===== config.mk =====
export PLATFORM = sky130hd
export DESIGN_NAME = mux_rr_arbiter
export DESIGN_NICKNAME = d
export VERILOG_FILES = /design/src/rtl/mux_arb_pkg.sv /design/src/rtl/mux_rr_arbiter_pick.sv /design/src/rtl/mux_rr_arbiter.sv
export SDC_FILE = /design/constraint.sdc
export NUM_CORES = 1
export LEC_CHECK = 0
export CAP_MARGIN = 40
export CORE_MARGIN = 3
export CORE_UTILIZATION = 30
export CTS_CLUSTER_SIZE = 28
export DETAILED_ROUTE_END_ITERATION = 8
export PLACE_DENSITY_LB_ADDON = 0.25
export SETUP_SLACK_MARGIN = 0.05
export SLEW_MARGIN = 20
export SYNTH_ARGS = -nofsm -noshare
export SYNTH_HDL_FRONTEND = slang
export SYNTH_SLANG_ARGS = --single-unit

===== constraint.sdc =====
create_clock -name clk -period 4.6 [get_ports clk]
set_input_delay 0.92 -clock clk [delete_from_list [all_inputs] [get_ports clk]]
set_output_delay 0.92 -clock clk [all_outputs]
set_load 0.005 [all_outputs]

===== src/rtl/mux_arb_pkg.sv =====
// Shared constants, state encoding and helpers for the round-robin mux arbiter.
package mux_arb_pkg;

  localparam int N_REQ            = 4;
  localparam int SEL_W            = 2;
  localparam int MAX_HOLD_DEFAULT = 8;

  typedef enum logic {
    IDLE,
    GRANT
  } state_t;

  function automatic logic [SEL_W-1:0] onehot_to_idx(input logic [N_REQ-1:0] oh);
    logic [SEL_W-1:0] idx;
    idx = '0;
    for (int i = 0; i < N_REQ; i++) begin
      if (oh[i]) idx = SEL_W'(i);
    end
    return idx;
  endfunction

endpackage


===== src/rtl/mux_rr_arbiter_pick.sv =====
// Combinational round-robin search: first set request at or after start_ptr, wrapping mod N_REQ.
module rr_pick
  import mux_arb_pkg::*;
(
  input  logic [N_REQ-1:0] req,
  input  logic [SEL_W-1:0] start_ptr,
  output logic             found,
  output logic [SEL_W-1:0] idx,
  output logic [N_REQ-1:0] onehot
);

  // The index adder is SEL_W bits wide, so the wrap past the last requester is free.
  always_comb begin
    onehot = '0;
    for (int k = 0; k < N_REQ; k++) begin
      logic [SEL_W-1:0] cand;
      cand = start_ptr + SEL_W'(k);
      if (onehot == '0 && req[cand]) onehot[cand] = 1'b1;
    end
  end

  assign found = |onehot;
  assign idx   = onehot_to_idx(onehot);

endmodule


===== src/rtl/mux_rr_arbiter.sv =====
// Round-robin arbiter driving the 4:1 mux select, with a bounded hold time per owner.
module mux_rr_arbiter
  import mux_arb_pkg::*;
#(
  parameter int MAX_HOLD = MAX_HOLD_DEFAULT
) (
  input  logic             clk,
  input  logic             rst_n,
  input  logic             en,
  input  logic [N_REQ-1:0] req,
  output logic [N_REQ-1:0] grant,
  output logic [SEL_W-1:0] select,
  output logic             grant_valid
);

  state_t           state;
  logic [SEL_W-1:0] ptr;
  logic [7:0]       hold_cnt;

  logic [SEL_W-1:0] after_owner;
  logic [SEL_W-1:0] start_ptr;
  logic             pick_found;
  logic [SEL_W-1:0] pick_idx;
  logic [N_REQ-1:0] pick_onehot;
  logic             rel;

  // select doubles as the owner register; it is only meaningful while in GRANT.
  assign after_owner = select + SEL_W'(1);
  assign start_ptr   = (state == IDLE) ? ptr : after_owner;
  assign rel         = !en || !req[select] || (hold_cnt == 8'(MAX_HOLD - 1));

  rr_pick u_pick (
    .req       (req),
    .start_ptr (start_ptr),
    .found     (pick_found),
    .idx       (pick_idx),
    .onehot    (pick_onehot)
  );

  // On release the search starts after the owner, so a lone requester wraps back onto itself
  // and keeps its grant without a bubble.
  always_ff @(posedge clk or negedge rst_n) begin
    if (!rst_n) begin
      state       <= IDLE;
      ptr         <= '0;
      hold_cnt    <= '0;
      grant       <= '0;
      select      <= '0;
      grant_valid <= 1'b0;
    end else begin
      case (state)
        IDLE: begin
          if (en && pick_found) begin
            state       <= GRANT;
            grant       <= pick_onehot;
            select      <= pick_idx;
            grant_valid <= 1'b1;
            hold_cnt    <= '0;
          end
        end
        GRANT: begin
          if (!rel) begin
            hold_cnt <= hold_cnt + 8'd1;
          end else begin
            ptr <= after_owner;
            if (en && pick_found) begin
              grant    <= pick_onehot;
              select   <= pick_idx;
              hold_cnt <= '0;
            end else begin
              state       <= IDLE;
              grant       <= '0;
              grant_valid <= 1'b0;
              hold_cnt    <= '0;
            end
          end
        end
        default: state <= IDLE;
      endcase
    end
  end

endmodule


==> metrics.yaml, run 1 <==
most_common_library_cell_in_the_layout_ignoring_fill_and_taps: "dfrtp_1"
tns_ns: 0
fp.dieArea_um2: 5862
dpl-instance-area_um2: 1705
setup_repair_after_global_routing_missed_its_margin: "no"
postSynth.asyncResetShare_pct: 100.0
cts_inserted_buffers: 3
ys_types: 52
number_of_drc_violations_after_detailed_routing: 0
coreArea_um2: 4755
required_ns: 4.77
wl_um: 3615
ctsHtreeMaxLevel: 1
global_placement_routability_congestion: 0.8242
path_max_fanout: 12
critical-path-max-stage-delay_ns: 0.46
period_share_pct: 91.00
status: "complete, no violations"
floorplan.initialDensity_pct: 31.42
final.fill_count: 517
synthesis.area_um2: 1494
area_growth_pct: 18.59
critical-path-slowest-cell: "or3_1"
ioPinCount: 14
origin_of_the_worst_min_delay_path: "grant[0]$_DFFE_PN0P_"
antenna_violating_nets_left: 0
die_height_um: 76.57
hpwlAfterDp_um: 2789
slew_headroom_pct: 57.10
synth_flop_cell: "dfrtp_1"
final_layout_size_suffix_gt1_share_pct: 9.290
grt.total_usage_pct: 12.68
grt_overflow: 0
detail_route.wl_per_cell_um: 14.46
path_clk_slew_ns: 0.07
numClockSinks: 18
hold_viol: 0
antennaDiodeCount: 0
portBuffers: 13
drt_pass1_iterations: 4
tightestPinTransition_ns: 0.6354
route.met3.wl_um: 161
cts.repair_timing.setup_buffer_count: 0
cts_hold_buffers: 0
synth.ff_latch_count: 18
insertion_delay_ns: 0.25
synth_edf_count: 0
layout_common_cells: "18 x dfrtp_1, 17 x nor2_1, 17 x o21ai_0"
postLayoutSetupSlackWorst_ns: 0.4142
timing.final.setup_violations: 0
drt_first_iter_violations: 131
drv.max_cap_violation_count: 0
crit_type: "reg2reg"
dr_total_vias: 1371
max_freq_mhz: 238.9
worst-endpoint-arrival_ns: 4.35
cts_root_buf: "clkbuf_8"
num-nets-final: 201
cp_cell_sequence: "nor2_1 -> or2_1 -> inv_1 -> ha_1 -> mux2_2 -> or3_1 -> nand3b_1 -> and4b_1 -> nor3_1 -> a21boi_1 -> inv_1 -> ha_1 -> or3_1 -> o31ai_1"
post_cts_resize_count: 0
startpoint: "ptr[0]$_DFFE_PN0P_"
fin_area_um2: 1772
grt_start_max_net_pins: 19
postSynthCellCount: 167
met2_length_um: 1676
clk_path_buf_depth: 2
first_global_vias: 1318
tritoncts: "yes"
synth_warnings: 0
r2r-start: "ptr[0]$_DFFE_PN0P_"
final.setup_skew_ns: 0.0009304
die_w_um: 76.57
grt_first_pass_wirelength_um: 6237
timing_max_transition_violations_final: 0
crit_path_end_kind: "flop"
grt_antenna_before_repair: 0
critical_path.startpoint_type: "flop"
timing.final.crit_period_ns: 4.186
yosysSeqAreaShare_pct: 30.15
detailedPlace.worstSlack_ns: 0.4345
rows: 25
synthesis.area_per_instance_um2: 8.946
slack_of_the_worst_reg_to_reg_path_ns: 0.41
routedLengthMet1_um: 1765
drt-vias-per-instance: 5.484
highest_layer: "met4"
syn_nets: 184
hold_crit_class: "reg2reg"
-- final cells by class --
| class | instances | area (um2) | share of cell area [%] |
|---|---|---|---|
| Clock buffer | 4 | 55.05 | 3.107 |
| Tap cell | 67 | 83.83 | 4.732 |
| Inverter | 5 | 18.77 | 1.059 |
| Sequential cell | 18 | 450.4 | 25.42 |
| Timing Repair Buffer | 18 | 171.4 | 9.675 |
| Multi-Input combinational cell | 138 | 992.2 | 56.00 |
-- through the flow --
stage               instances  hold WS, ns  utilization (%)
finish                    250       0.4959            37.26
CTS                       249       0.5016            37.03
global placement          245       0.4799            35.87
global route              250       0.5159            37.26
detailed placement        245       0.4819            35.87
floorplan                 167       0.4677                -
-- cell families (layout without fill, tap and decap cells) --
group	after synthesis	in the layout	share of synthesized area [%]
multiplexers	10	10	10.05
buffers and inverters	11	27	3.433
XOR/XNOR	1	1	0.5864
adder cells (fa/ha/maj)	10	10	8.375
AND/OR/NAND/NOR	66	66	23.95
flip-flops	18	18	30.15
AO/OA/AOI/OAI	51	51	23.45
-- metal layers --
| metal | up-vias | GRT usage [%] |
|---|---|---|
| met4 | 0 | 3.080 |
| met5 | - | 0 |
| li1 | 669 | - |
| met3 | 2 | 2.600 |
| met2 | 46 | 19.86 |
| met1 | 654 | 17.84 |
-- synth_stat cells (3+ instances only) --
| cell | n | area [um2] |
|---|---|---|
| nand2b_1 | 4 | 25.02 |
| a31oi_1 | 4 | 25.02 |
| nor2_1 | 17 | 63.81 |
| inv_1 | 5 | 18.77 |
| nand2_1 | 14 | 52.55 |
| dfrtp_1 | 18 | 450.4 |
| clkbuf_1 | 3 | 11.26 |
| o211a_1 | 3 | 30.03 |
| and3_1 | 4 | 25.02 |
| ha_1 | 10 | 125.1 |
| a21oi_1 | 5 | 25.02 |
| a21boi_0 | 3 | 22.52 |
| o21ai_0 | 17 | 85.08 |
| mux2_2 | 3 | 33.78 |
| mux2i_1 | 3 | 30.03 |
| nand3_1 | 3 | 15.01 |
| nor3b_1 | 4 | 30.03 |
| nand4_1 | 3 | 18.77 |
-- critical path: cells and delay by family, from the launching register on --
kind | cells | cell delay (ns)
and+or+nand+nor | 7 | 1.83
adders and majority gates | 2 | 0.70
DFF | 1 | 0.44
muxes | 1 | 0.34
AOI/OAI and AO/OA | 2 | 0.53
buffers and inverters | 2 | 0.26
-- sequential cells by signal, indices dropped and copies added (netlist names) --
name	cells
hold_cnt	8
ptr	2
state	1
select	2
grant_valid	1
grant	4
-- path summary, 6_finish.rpt --
kind,to,depth (start not counted)
max,hold_cnt[4]$_DFFE_PN0P_,14
min in group asynchronous,grant[0]$_DFFE_PN0P_,1
min reg2reg,grant[0]$_DFFE_PN0P_,1
max in group asynchronous,hold_cnt[7]$_DFFE_PN0P_,2
max reg2reg,hold_cnt[4]$_DFFE_PN0P_,14
min,grant[0]$_DFFE_PN0P_,1
Power of run 1 is left out: the tool's default activity adds up to more than one toggle a clock period on the data nets, which glitch-free logic cannot reach.
==> inputs of run 2 (changes only) <==
--- a/config.mk
+++ b/config.mk
@@ -7,7 +7,7 @@
 export LEC_CHECK = 0
 export CAP_MARGIN = 40
 export CORE_MARGIN = 3
-export CORE_UTILIZATION = 30
+export CORE_UTILIZATION = 55
 export CTS_CLUSTER_SIZE = 28
 export DETAILED_ROUTE_END_ITERATION = 8
 export PLACE_DENSITY_LB_ADDON = 0.25
==> run 2 against run 1 <==
  * Core utilization rose by 30 points
  * Register-to-register slack hardly changed
  * Sequential share of layout area increased by 1.3 points
  * Critical path depth unchanged
  * Setup slack gained 0.0027 ns
  * Clock-buffer cell count stayed put
  * Final area fell by 4.4%
  * Worst hold slack better by 0.0038 ns
  * Flip-flop and latch count unchanged
  * Final cell count decreased by 16%
  * Global-route usage increased by 9.2 points
  * Via count grew 1.2%
  * Critical path type unchanged
  * Largest cell class unchanged
==> metrics.yaml, run 2 (same netlist as run 1, synthesis figures left out) <==
status: "complete, no violations"
clk_path_buf_depth: 2
slew_headroom_pct: 48.68
num-nets-final: 198
setup_repair_after_global_routing_missed_its_margin: "no"
global_placement_routability_congestion: 0.9550
drv.max_cap_violation_count: 0
dr_total_vias: 1387
tns_ns: 0
numClockSinks: 18
insertion_delay_ns: 0.30
crit_buf_inv: 2
period_share_pct: 90.94
timing.final.crit_period_ns: 4.183
max_freq_mhz: 239.1
largestRegisters: "hold_cnt: 8 flops, grant: 4 flops"
crit_type: "reg2reg"
cts.repair_timing.setup_buffer_count: 0
layout_common_cells: "17 x nor2_1, 17 x o21ai_0, 16 x dfrtp_1"
grt_start_max_net_pins: 19
timing.final.setup_violations: 0
drt_first_iter_violations: 86
coreArea_um2: 2522
number_of_drc_violations_after_detailed_routing: 0
cp_cell_sequence: "and2_4 -> or2_1 -> inv_1 -> ha_1 -> mux2_2 -> or3_1 -> nand3b_1 -> and4b_1 -> nor3_1 -> a21boi_2 -> inv_1 -> ha_1 -> or3_1 -> o21ai_0"
crit_path_end_kind: "flop"
largest_register: "hold_cnt"
critical-path-max-stage-delay_ns: 0.53
area_growth_pct: 13.40
fp.dieArea_um2: 3377
ioPinCount: 14
drt_pass1_iterations: 4
worst-endpoint-arrival_ns: 4.38
required_ns: 4.80
antennaDiodeCount: 0
hold_crit_class: "reg2reg"
wl_um: 3448
grt_overflow: 0
path_max_fanout: 14
cts_root_buf: "clkbuf_4"
floorplan.initialDensity_pct: 59.23
critical-path-top-delay-family: "simple AND/OR/NAND/NOR gates"
grt_antenna_before_repair: 0
ctsHtreeMaxLevel: 1
rows: 18
die_height_um: 58.12
drt-vias-per-instance: 6.605
first_global_vias: 1261
portBuffers: 13
tritoncts: "yes"
detailedPlace.worstSlack_ns: 0.2149
final_layout_size_suffix_gt1_share_pct: 9.444
hpwlAfterDp_um: 2640
hold_viol: 0
antenna_violating_nets_left: 0
critical_path.startpoint_type: "flop"
cts_hold_buffers: 0
final.setup_skew_ns: 0.006698
post_cts_resize_count: 0
largest_register_ff_count: 8
critical-path-slowest-cell: "dfrtp_2"
timing_max_transition_violations_final: 0
path_clk_slew_ns: 0.10
die_w_um: 58.12
detail_route.wl_per_cell_um: 16.42
cts_inserted_buffers: 3
postLayoutSetupSlackWorst_ns: 0.4169
tightestPinTransition_ns: 0.7601
grt.total_usage_pct: 21.93
grt_first_pass_wirelength_um: 5747
-- run 2: changes by cell type in the layout (fill, tap and decap cells not counted), sizes merged --
cell | before | now
buf | 5 | 2
-- run 2: metal layers --
layer	up-vias	wire (um)	GRT usage, %
li1	665	-	-
met1	653	1600	31.93
met2	63	1534	32.90
met3	6	276	4.677
met4	0	38	5.960
met5	-	0	0
-- run 2: worst register-to-register path: stages (launching register included) --
cell	delay, ns
dfrtp_2	0.53
and2_4	0.21
or2_1	0.27
inv_1	0.16
ha_1	0.37
mux2_2	0.34
or3_1	0.35
nand3b_1	0.18
and4b_1	0.27
nor3_1	0.09
a21boi_2	0.23
inv_1	0.09
ha_1	0.31
or3_1	0.45
o21ai_0	0.24
-- run 2: cell type report --
class                           instances  area [um2]
Multi-Input combinational cell        138       996.0
Fill cell                             211       828.3
Sequential cell                        18       452.9
Timing Repair Buffer                   15       152.6
Tap cell                               30       37.54
Clock buffer                            4       36.28
Inverter                                5       18.77
-- run 2: worst paths after layout --
path,depth (start not counted),end,slack [ns],start
max,14,hold_cnt[5]$_DFFE_PN0P_,0.42,state$_DFF_PN0_
min,1,grant[3]$_DFFE_PN0P_,0.50,grant[3]$_DFFE_PN0P_
max reg2reg,14,hold_cnt[5]$_DFFE_PN0P_,0.42,state$_DFF_PN0_
min reg2reg,1,grant[3]$_DFFE_PN0P_,0.50,grant[3]$_DFFE_PN0P_
max in group asynchronous,2,select[0]$_DFFE_PN0P_,3.48,rst_n
min in group asynchronous,1,hold_cnt[2]$_DFFE_PN0P_,0.79,rst_n
-- run 2: stage by stage --
stage	utilization, %	cell area (um2)	instances	hold WS [ns]
4_1_cts	66.32	1673	209	0.5050
3_3_place_gp	64.88	1637	205	0.4709
2_1_floorplan	-	1494	167	0.4677
3_5_place_dp	64.88	1637	205	0.4786
6_report	67.16	1694	210	0.4997
5_1_grt	67.16	1694	210	0.5367
Power of run 2 is left out for the same reason.
